--- src/rtl/alu_op_scheduler.sv ---
// alu_op_scheduler: round-robin arbiter that shares one ALU mux datapath
// between two requesters, holds the ALU inputs for a fixed settle time,
// captures the result and hands it back over a valid/ready response port.
module alu_op_scheduler #(
  parameter int unsigned SETTLE_CYCLES = 2
) (
  input  logic        clk,
  input  logic        reset,
  input  logic        req0_valid,
  input  logic [3:0]  req0_op,
  input  logic [9:0]  req0_data,
  output logic        req0_ready,
  input  logic        req1_valid,
  input  logic [3:0]  req1_op,
  input  logic [9:0]  req1_data,
  output logic        req1_ready,
  output logic [1:0]  alu_a,
  output logic [1:0]  alu_b,
  output logic [9:0]  alu_in,
  input  logic [9:0]  alu_out,
  output logic        rsp_valid,
  input  logic        rsp_ready,
  output logic        rsp_id,
  output logic [9:0]  rsp_data,
  output logic        busy,
  output logic [15:0] done_cnt
);

  localparam int unsigned OP_W   = 4;
  localparam int unsigned DATA_W = 10;
  localparam int unsigned CNT_W  = 8;
  localparam int unsigned DONE_W = 16;

  localparam logic [1:0] ST_IDLE   = 2'd0;
  localparam logic [1:0] ST_SETTLE = 2'd1;
  localparam logic [1:0] ST_RESP   = 2'd2;

  logic [1:0]        state;
  logic [1:0]        state_next;
  logic              rr_ptr;
  logic [CNT_W-1:0]  settle_cnt;
  logic              grant0;
  logic              grant1;
  logic              accept;
  logic              capture;
  logic              handoff;
  logic [OP_W-1:0]   sel_op;
  logic [DATA_W-1:0] sel_data;

  // State register
  always_ff @(posedge clk) begin
    if (reset) begin
      state <= ST_IDLE;
    end else begin
      state <= state_next;
    end
  end

  // Next state, arbitration and the combinational ready strobes
  always_comb begin
    state_next = state;
    grant0     = 1'b0;
    grant1     = 1'b0;
    accept     = 1'b0;
    capture    = 1'b0;
    handoff    = 1'b0;
    req0_ready = 1'b0;
    req1_ready = 1'b0;
    case (state)
      ST_IDLE: begin
        // rr_ptr names the favoured requester when both are pending
        if (req0_valid && req1_valid) begin
          grant1 = rr_ptr;
          grant0 = ~rr_ptr;
        end else begin
          grant0 = req0_valid;
          grant1 = req1_valid;
        end
        req0_ready = grant0;
        req1_ready = grant1;
        if (grant0 || grant1) begin
          accept     = 1'b1;
          state_next = ST_SETTLE;
        end
      end
      ST_SETTLE: begin
        if (settle_cnt == '0) begin
          capture    = 1'b1;
          state_next = ST_RESP;
        end
      end
      ST_RESP: begin
        if (rsp_ready) begin
          handoff    = 1'b1;
          state_next = ST_IDLE;
        end
      end
      default: state_next = ST_IDLE;
    endcase
  end

  // Operand mux for the granted requester
  always_comb begin
    sel_op   = req0_op;
    sel_data = req0_data;
    if (grant1) begin
      sel_op   = req1_op;
      sel_data = req1_data;
    end
  end

  // Datapath: ALU drive, settle countdown, result capture, bookkeeping
  always_ff @(posedge clk) begin
    if (reset) begin
      rr_ptr     <= 1'b0;
      settle_cnt <= '0;
      alu_a      <= '0;
      alu_b      <= '0;
      alu_in     <= '0;
      rsp_valid  <= 1'b0;
      rsp_id     <= 1'b0;
      rsp_data   <= '0;
      busy       <= 1'b0;
      done_cnt   <= '0;
    end else begin
      busy <= (state_next != ST_IDLE);
      if (accept) begin
        alu_a      <= sel_op[3:2];
        alu_b      <= sel_op[1:0];
        alu_in     <= sel_data;
        rsp_id     <= grant1;
        settle_cnt <= CNT_W'(SETTLE_CYCLES - 1);
      end
      if ((state == ST_SETTLE) && (settle_cnt != '0)) begin
        settle_cnt <= settle_cnt - CNT_W'(1);
      end
      if (capture) begin
        rsp_data  <= alu_out;
        rsp_valid <= 1'b1;
      end
      if (handoff) begin
        rsp_valid <= 1'b0;
        done_cnt  <= done_cnt + DONE_W'(1);
        rr_ptr    <= ~rsp_id;
      end
    end
  end

endmodule

--- config.mk ---
export PLATFORM = sky130hd
export DESIGN_NAME = alu_op_scheduler
export DESIGN_NICKNAME = d
export VERILOG_FILES = /design/src/rtl/alu_op_scheduler.sv
export SDC_FILE = /design/constraint.sdc
export NUM_CORES = 1
export LEC_CHECK = 0
export BUFFER_PORTS_ARGS = -buffer_cell sky130_fd_sc_hd__buf_2
export CORE_ASPECT_RATIO = 0.9
export CORE_UTILIZATION = 40
export CTS_CLUSTER_DIAMETER = 100
export CTS_CLUSTER_SIZE = 24
export DETAILED_ROUTE_END_ITERATION = 8
export GPL_TIMING_DRIVEN = 0
export PLACE_DENSITY = 0.67
export REMOVE_ABC_BUFFERS = 1
export SYNTH_ARGS = -nofsm -noshare
export SYNTH_HDL_FRONTEND = slang
export SYNTH_SLANG_ARGS = --single-unit
export TNS_END_PERCENT = 10
--- constraint.sdc ---
create_clock -name clk -period 2.6 [get_ports clk]
set_clock_uncertainty 0.15 [all_clocks]
set_input_delay 0.39 -clock clk [delete_from_list [all_inputs] [get_ports clk]]
set_output_delay 0.39 -clock clk [all_outputs]
set_load 0.02 [all_outputs]
==> results.sh, run 1 <==
export IMPL_worstPathArrival_ps=1660
export IMPL_timing_hold_ws_ps=156.8
export IMPL_cts_buffers=5
export IMPL_wl_per_cell_um=12.09
export IMPL_hold_end="rsp_data[0]$_SDFFE_PP0P_"
export IMPL_post_route_drc_count=0
export IMPL_dr_first_iter_drc_count=81
export IMPL_critical_path_class="flip-flop to primary output"
export IMPL_p_sw_w=0.001371
export IMPL_fmax_mhz=454.0
export IMPL_hold_path_depth=3
export IMPL_cp_start_kind="flip-flop"
export IMPL_die_y_um=75.02
export IMPL_p_int_w=0.001914
export IMPL_n_antenna_cell=0
export IMPL_antenna_found_initial=0
export IMPL_slew_headroom=0.3830
export IMPL_portBuffers=87
export IMPL_die_w_um=83.14
export IMPL_tritoncts="done"
export IMPL_hold_path_class="input pin to flip-flop"
export IMPL_peakVddDrop_mv=0.6285
export IMPL_dieArea_um2=6237
export IMPL_reg2reg_to="rsp_data[2]$_SDFFE_PP0P_"
export IMPL_multi_input_comb_area_um2=1221
export IMPL_rsz0062_at_grt="no"
export IMPL_grt_pass1_wl_um=8100
export IMPL_holdBufCountCts=0
export IMPL_dp_hpwl_um=3492
export IMPL_synthFlopType="dfxtp_1"
export IMPL_status="finished clean"
export IMPL_clkTransAtPathRegs_ps=100
export IMPL_via_per_inst=5.123
export IMPL_postSynth_asyncResetShare=0
export IMPL_seq_power_share=0.380
export IMPL_grt_overflow_total=0
export IMPL_clock_sinks=54
export IMPL_r2r_cells=6
export IMPL_fill_cells=551
export IMPL_p_sw_frac=0.4173
export IMPL_postCtsSetupRepairBufs=0
export IMPL_synth_edff_count=0
export IMPL_insertion_delay_ps=310
export IMPL_yosysSeqAreaShare=0.4562
export IMPL_period_minus_slack_ps=2203
export IMPL_rows=26
export IMPL_drv_cap=0
export IMPL_grt_pass1_vias=1844
export IMPL_synth_distinct_cells=41
export IMPL_cts_root_buf="clkbuf_8"
export IMPL_required_ps=2060
export IMPL_p_leak_nw=1.469
export IMPL_fin_setup_tns_ps=0
export IMPL_pin_count=88
export IMPL_cts_buffer_depth=2
export IMPL_dr_total_vias=2090
export IMPL_post_route_period_util=0.8471
export IMPL_syn_cell_area_um2=2370
export IMPL_min_from="alu_out[0]"
export IMPL_setup_viol=0
export IMPL_cts_resized=0
export IMPL_ys_ff_latch=54
export IMPL_yosysWarningCount=0
export IMPL_drv_slew=0
export IMPL_fin_nets=383
export IMPL_tightestPinTransition_ps=925.6
export IMPL_synth_cells=255
export IMPL_initial_core_util=0.4163
export IMPL_grt_max_degree=54
export IMPL_syn_to_final_growth_pct=23.65
export IMPL_reg2reg_setup_slack_ps=420
export IMPL_r2r_start="settle_cnt[0]$_SDFFE_PP0P_"
export IMPL_finalHoldViolCount=0
export IMPL_grt_use_total=0.1628
export IMPL_place_gp_congestion=0.7440
export IMPL_drive_above_1_share=0.2988
export IMPL_pwr_share_clk=0.141
export IMPL_avgSynthCellArea_um2=9.293
export IMPL_worstPathMaxFanout=16
export IMPL_combPwrFrac=0.478
export IMPL_ff_latch_area_um2=1081
export IMPL_critPathCaptureType="primary output"
export IMPL_core_region_area_um2=5693
export IMPL_postRouteAntennaNets=0
export IMPL_pwr_density_cell_nw_per_um2=1121
export IMPL_htree_levels=2
export IMPL_routed_wl_um=4932
export IMPL_drtPass1Iterations=4
-- cell usage in the layout (no fill, tap or decap), types with 6 or more instances in the layout --
cell / n
mux2i_1: 25
a211oi_1: 15
or3_1: 7
nand3_1: 6
nand2_1: 8
nand4_1: 6
a21oi_1: 16
dfxtp_1: 54
nor2_1: 38
buf_2: 87
xor2_1: 6
-- power by group through the flow --
| stage | Clock (W) | Combinational [W] | Sequential (W) |
|---|---|---|---|
| after global routing | 0.000522 | 0.00175 | 0.00129 |
| final | 0.000464 | 0.00157 | 0.00125 |
| after CTS | 0.000486 | 0.00159 | 0.00125 |
| after floorplan | 0 | 0.000984 | 0.00145 |
| after detailed placement | 0 | 0.00158 | 0.00127 |
| after global placement | 0 | 0.00156 | 0.00126 |
-- layout make-up --
cell class,count,area share
Multi-Input combinational cell,184,0.4167
Clock buffer,6,0.02477
Clock inverter,2,0.004697
Inverter,5,0.006405
Sequential cell,54,0.3689
Tap cell,70,0.02989
Timing Repair Buffer,87,0.1486
-- critical path, stage by stage (launching register included) --
cell	delay, ps
dfxtp_1	370
nor2_1	220
nand3_2	450
inv_1	140
buf_2	170
-- metrics by stage --
| stage | std cells | cell area (um^2) | setup slack [ps] | util | total power (W) |
|---|---|---|---|---|---|
| 3_5_place_dp | 400 | 2844 | 385.8 | 0.4996 | 0.002850 |
| 3_3_place_gp | 400 | 2844 | 415.5 | 0.4996 | 0.002813 |
| 4_1_cts | 408 | 2930 | 373.0 | 0.5147 | 0.003324 |
| 6_report | 408 | 2930 | 397.5 | 0.5147 | 0.003284 |
| 5_1_grt | 408 | 2930 | 201.0 | 0.5147 | 0.003560 |
| 2_1_floorplan | 243 | 2321 | 759.0 | - | 0.002430 |
-- kinds of logic (layout without fill, tap and decap cells) --
| logic type | after synthesis | after routing | share of synthesized area |
|---|---|---|---|
| fa+ha+maj | 3 | 3 | 0.01584 |
| buf+inv | 17 | 100 | 0.02851 |
| simple gates | 97 | 97 | 0.2160 |
| mux | 26 | 26 | 0.1103 |
| flops | 54 | 54 | 0.4562 |
| xor+xnor | 8 | 8 | 0.02957 |
| compound gates | 50 | 50 | 0.1436 |
-- per-layer routing --
layer	up-vias	global-route usage	routed length, um
met5	-	0	0
met4	0	0.06322	69
met3	5	0.05044	181
met2	39	0.2878	2421
met1	960	0.1891	2259
li1	1086	-	-
-- Yosys cell counts, types with 5 or more instances --
| master | number | share of area |
|---|---|---|
| or4_1 | 5 | 0.016 |
| nor2_1 | 38 | 0.060 |
| nand2_1 | 8 | 0.013 |
| mux2i_1 | 25 | 0.11 |
| and3_1 | 5 | 0.013 |
| a21oi_1 | 16 | 0.034 |
| dfxtp_1 | 54 | 0.46 |
| nand4_1 | 6 | 0.016 |
| clkbuf_1 | 9 | 0.014 |
| nand3_1 | 6 | 0.013 |
| a211oi_1 | 15 | 0.048 |
| inv_1 | 5 | 0.0079 |
| xor2_1 | 6 | 0.022 |
| or3_1 | 7 | 0.018 |
| o31ai_1 | 5 | 0.016 |
| nand2b_1 | 5 | 0.013 |
-- sequential cells by signal (all words and copies together), names as in the netlist, 2 cells and up --
signal / flops
done_cnt: 16
alu_a: 2
state: 2
settle_cnt: 8
alu_b: 2
rsp_data: 10
alu_in: 10
-- worst max-delay path by stage --
stage | endpoint | slack (ps) | from | cells past startpoint
after floorplan | settle_cnt[7]$_SDFFE_PP0P_ | 760 | settle_cnt[0]$_SDFFE_PP0P_ | 6
after global routing | rsp_data[2]$_SDFFE_PP0P_ | 200 | settle_cnt[0]$_SDFFE_PP0P_ | 6
after global placement | rsp_data[1]$_SDFFE_PP0P_ | 420 | settle_cnt[0]$_SDFFE_PP0P_ | 6
after detailed placement | rsp_data[2]$_SDFFE_PP0P_ | 390 | settle_cnt[1]$_SDFFE_PP0P_ | 6
final | req1_ready | 400 | state[0]$_SDFF_PP0_ | 4
after CTS | rsp_data[2]$_SDFFE_PP0P_ | 370 | settle_cnt[0]$_SDFFE_PP0P_ | 6
No activity file was read; power rests on OpenSTA's default activity.
==> run 2, diff against run 1 <==
- ABC_AREA: unset -> 1
- PLACE_DENSITY: 0.67 -> 0.66
- clock period: 2.6 -> 2.12 ns (I/O delays scaled with it)
==> run 2 against run 1 <==
Register-to-register slack got worse by 190 ps. Non-clock buffer count is 3 higher. Die area grew 10%. Synthesized area rose by 11%. First-iteration DRC count is 3.7% lower.
==> results.sh, run 2 <==
export IMPL_status="finished clean"
export IMPL_postSynth_asyncResetShare=0
export IMPL_fill_cells=670
export IMPL_wl_per_cell_um=11.54
export IMPL_cts_buffer_depth=2
export IMPL_synth_cells=373
export IMPL_mostFrequentLayoutCell="buf_2"
export IMPL_syn_to_final_growth_pct=23.45
export IMPL_synthFlopType="dfxtp_1"
export IMPL_grt_pass1_wl_um=10900
export IMPL_min_from="alu_out[7]"
export IMPL_grt_pass1_vias=2489
export IMPL_critPathCaptureType="primary output"
export IMPL_worstPathMaxFanout=16
export IMPL_r2r_start="state[1]$_SDFF_PP0_"
export IMPL_fin_nets=502
export IMPL_synth_commonest_cells="75 x nand2_1, 54 x dfxtp_1, 46 x inv_1"
export IMPL_yosysTopAreaCell="dfxtp_1"
export IMPL_holdBufCountCts=0
export IMPL_pin_count=88
export IMPL_startpoint="req1_valid"
export IMPL_cts_root_buf="clkbuf_8"
export IMPL_rsz0062_at_grt="no"
export IMPL_core_region_area_um2=6216
export IMPL_initial_core_util=0.4223
export IMPL_htree_levels=2
export IMPL_drtPass1Iterations=4
export IMPL_critical_path_class="input pin to primary output"
export IMPL_synth_edff_count=0
export IMPL_setup_viol=0
export IMPL_slew_headroom=0.5135
export IMPL_yosysMostFrequentCell="nand2_1"
export IMPL_required_ps=1650
export IMPL_die_y_um=78.85
export IMPL_regMostFlops="done_cnt"
export IMPL_cp_slowest_cell="o21ai_2"
export IMPL_total_power_w=0.004365
export IMPL_place_gp_congestion=0.7751
export IMPL_drive_above_1_share=0.2473
export IMPL_peakVddDrop_mv=0.4761
export IMPL_tightestPinTransition_ps=729.0
export IMPL_largest_reg_flops=16
export IMPL_syn_cell_area_um2=2625
export IMPL_drv_cap=0
export IMPL_avgSynthCellArea_um2=7.038
export IMPL_die_w_um=87.39
export IMPL_antenna_found_initial=0
export IMPL_p_leak_nw=1.558
export IMPL_insertion_delay_ps=300
export IMPL_tritoncts="done"
export IMPL_yosysWarningCount=0
export IMPL_dr_total_vias=2621
export IMPL_grt_max_degree=28
export IMPL_grt_use_total=0.1965
export IMPL_grt_overflow_total=0
export IMPL_clock_sinks=54
export IMPL_routed_wl_um=6278
export IMPL_dp_hpwl_um=4426
export IMPL_ys_ff_latch=54
export IMPL_drv_slew=0
export IMPL_max_stage_delay_ps=550
export IMPL_portBuffers=87
export IMPL_synth_distinct_cells=27
export IMPL_dieArea_um2=6891
export IMPL_path_cells="buf_2 -> inv_1 -> o21ai_2 -> nand2_4 -> inv_1 -> buf_2"
export IMPL_clkTransAtPathRegs_ps=90
export IMPL_worstPathArrival_ps=1530
export IMPL_fin_setup_tns_ps=0
export IMPL_final_util=0.5213
export IMPL_final_cell_mix="87 x buf_2, 74 x nand2_1, 54 x dfxtp_1, 46 x inv_1, 43 x a21oi_1"
export IMPL_post_route_period_util=0.9435
export IMPL_hold_path_class="input pin to flip-flop"
export IMPL_via_per_inst=4.818
export IMPL_pwr_density_cell_nw_per_um2=1347
export IMPL_period_minus_slack_ps=2000
export IMPL_synthTopCellsByArea="dfxtp_1 41%, nand2_1 11%, a21oi_1 8.2%, inv_1 6.6%, nand3_1 6.5%"
export IMPL_reg_top3="done_cnt: 16 flops, alu_in: 10 flops, rsp_data: 10 flops"
export IMPL_cp_start_kind="input pin"
export IMPL_n_antenna_cell=0
export IMPL_cts_buffers=5
export IMPL_dr_first_iter_drc_count=78
export IMPL_rows=27
export IMPL_finalHoldViolCount=0
export IMPL_yosysSeqAreaShare=0.4118
export IMPL_postRouteAntennaNets=0
export IMPL_post_route_drc_count=0
export IMPL_fmax_mhz=499.9
export IMPL_synth_top_area_share=0.4118
-- run 2: cell count changes after synthesis, sizes merged, moves of 14 or more --
cell,previous run,this run
inv,5,47
a211oi,15,0
nand3b,1,15
nand2,8,77
mux2i,25,0
a21oi,16,43
nand3,7,35
o21ai,5,24
-- run 2: stage by stage --
stage               area [um^2]  worst slack (ps)  instances  hold slack [ps]
floorplan                  2557             479.1        359            237.1
global placement           3102             61.83        533            292.5
detailed placement         3102             46.63        533            304.1
CTS                        3233             6.569        544            101.8
global route               3241             33.10        544            128.8
finish                     3241             119.7        544            107.4
-- run 2: worst paths after layout --
check / to / slack [ps] / cells past startpoint
hold reg to reg: rr_ptr$_SDFFE_PP0P_ / 320 / 1
setup / recovery: req1_ready / 120 / 6
setup reg to reg: alu_in[9]$_SDFFE_PP0P_ / 230 / 6
hold / removal: rsp_data[7]$_SDFFE_PP0P_ / 110 / 3
-- run 2: kinds of logic (layout without fill, tap and decap cells) --
group | after synthesis | in the layout | synth area share
AO/OA/AOI/OAI | 68 | 68 | 0.1335
buffers and inverters | 61 | 145 | 0.09294
XOR/XNOR | 2 | 2 | 0.006674
flip-flops | 54 | 54 | 0.4118
AND/OR/NAND/NOR | 185 | 185 | 0.3408
adder cells (fa/ha/maj) | 3 | 3 | 0.01430
-- run 2: cell type report --
cell class                      instances  area [um^2]  share of cell area
Clock buffer                            5        68.82             0.02124
Tap cell                               87        108.9             0.03359
Timing Repair Buffer                   90        457.9              0.1413
Multi-Input combinational cell        258         1308              0.4035
Sequential cell                        54         1081              0.3336
Inverter                               47        176.4             0.05444
Clock inverter                          3        40.04             0.01236
-- run 2: worst max-delay path, delay by kind of cell --
family                 cells  cell delay, ps
AOI/OAI and AO/OA          1             550
buffers and inverters      4             400
and+or+nand+nor            1             260
-- run 2: repair_timing --
item | in CTS | in global routing
pin swaps | 1 | 0
gates resized for setup | 0 | 2
endpoints found under the setup margin | 1 | 2
cloned | 0 | 0
buffers inserted | 3 | 0
-- run 2: report_power, final --
part	total (W)	leakage (nW)	switching, W	internal [W]
sequential	0.00148	0.441	0.000182	0.00130
combinational	0.00220	1.06	0.00148	0.000721
clock	0.000686	0.0579	0.000337	0.000348
-- run 2: per-layer routing --
metal,vias up,track usage,share of wire
met5,-,0,0
met4,0,0.06066,0.0096
met3,4,0.02807,0.033
met2,43,0.3375,0.48
met1,1201,0.2537,0.48
li1,1373,-,-
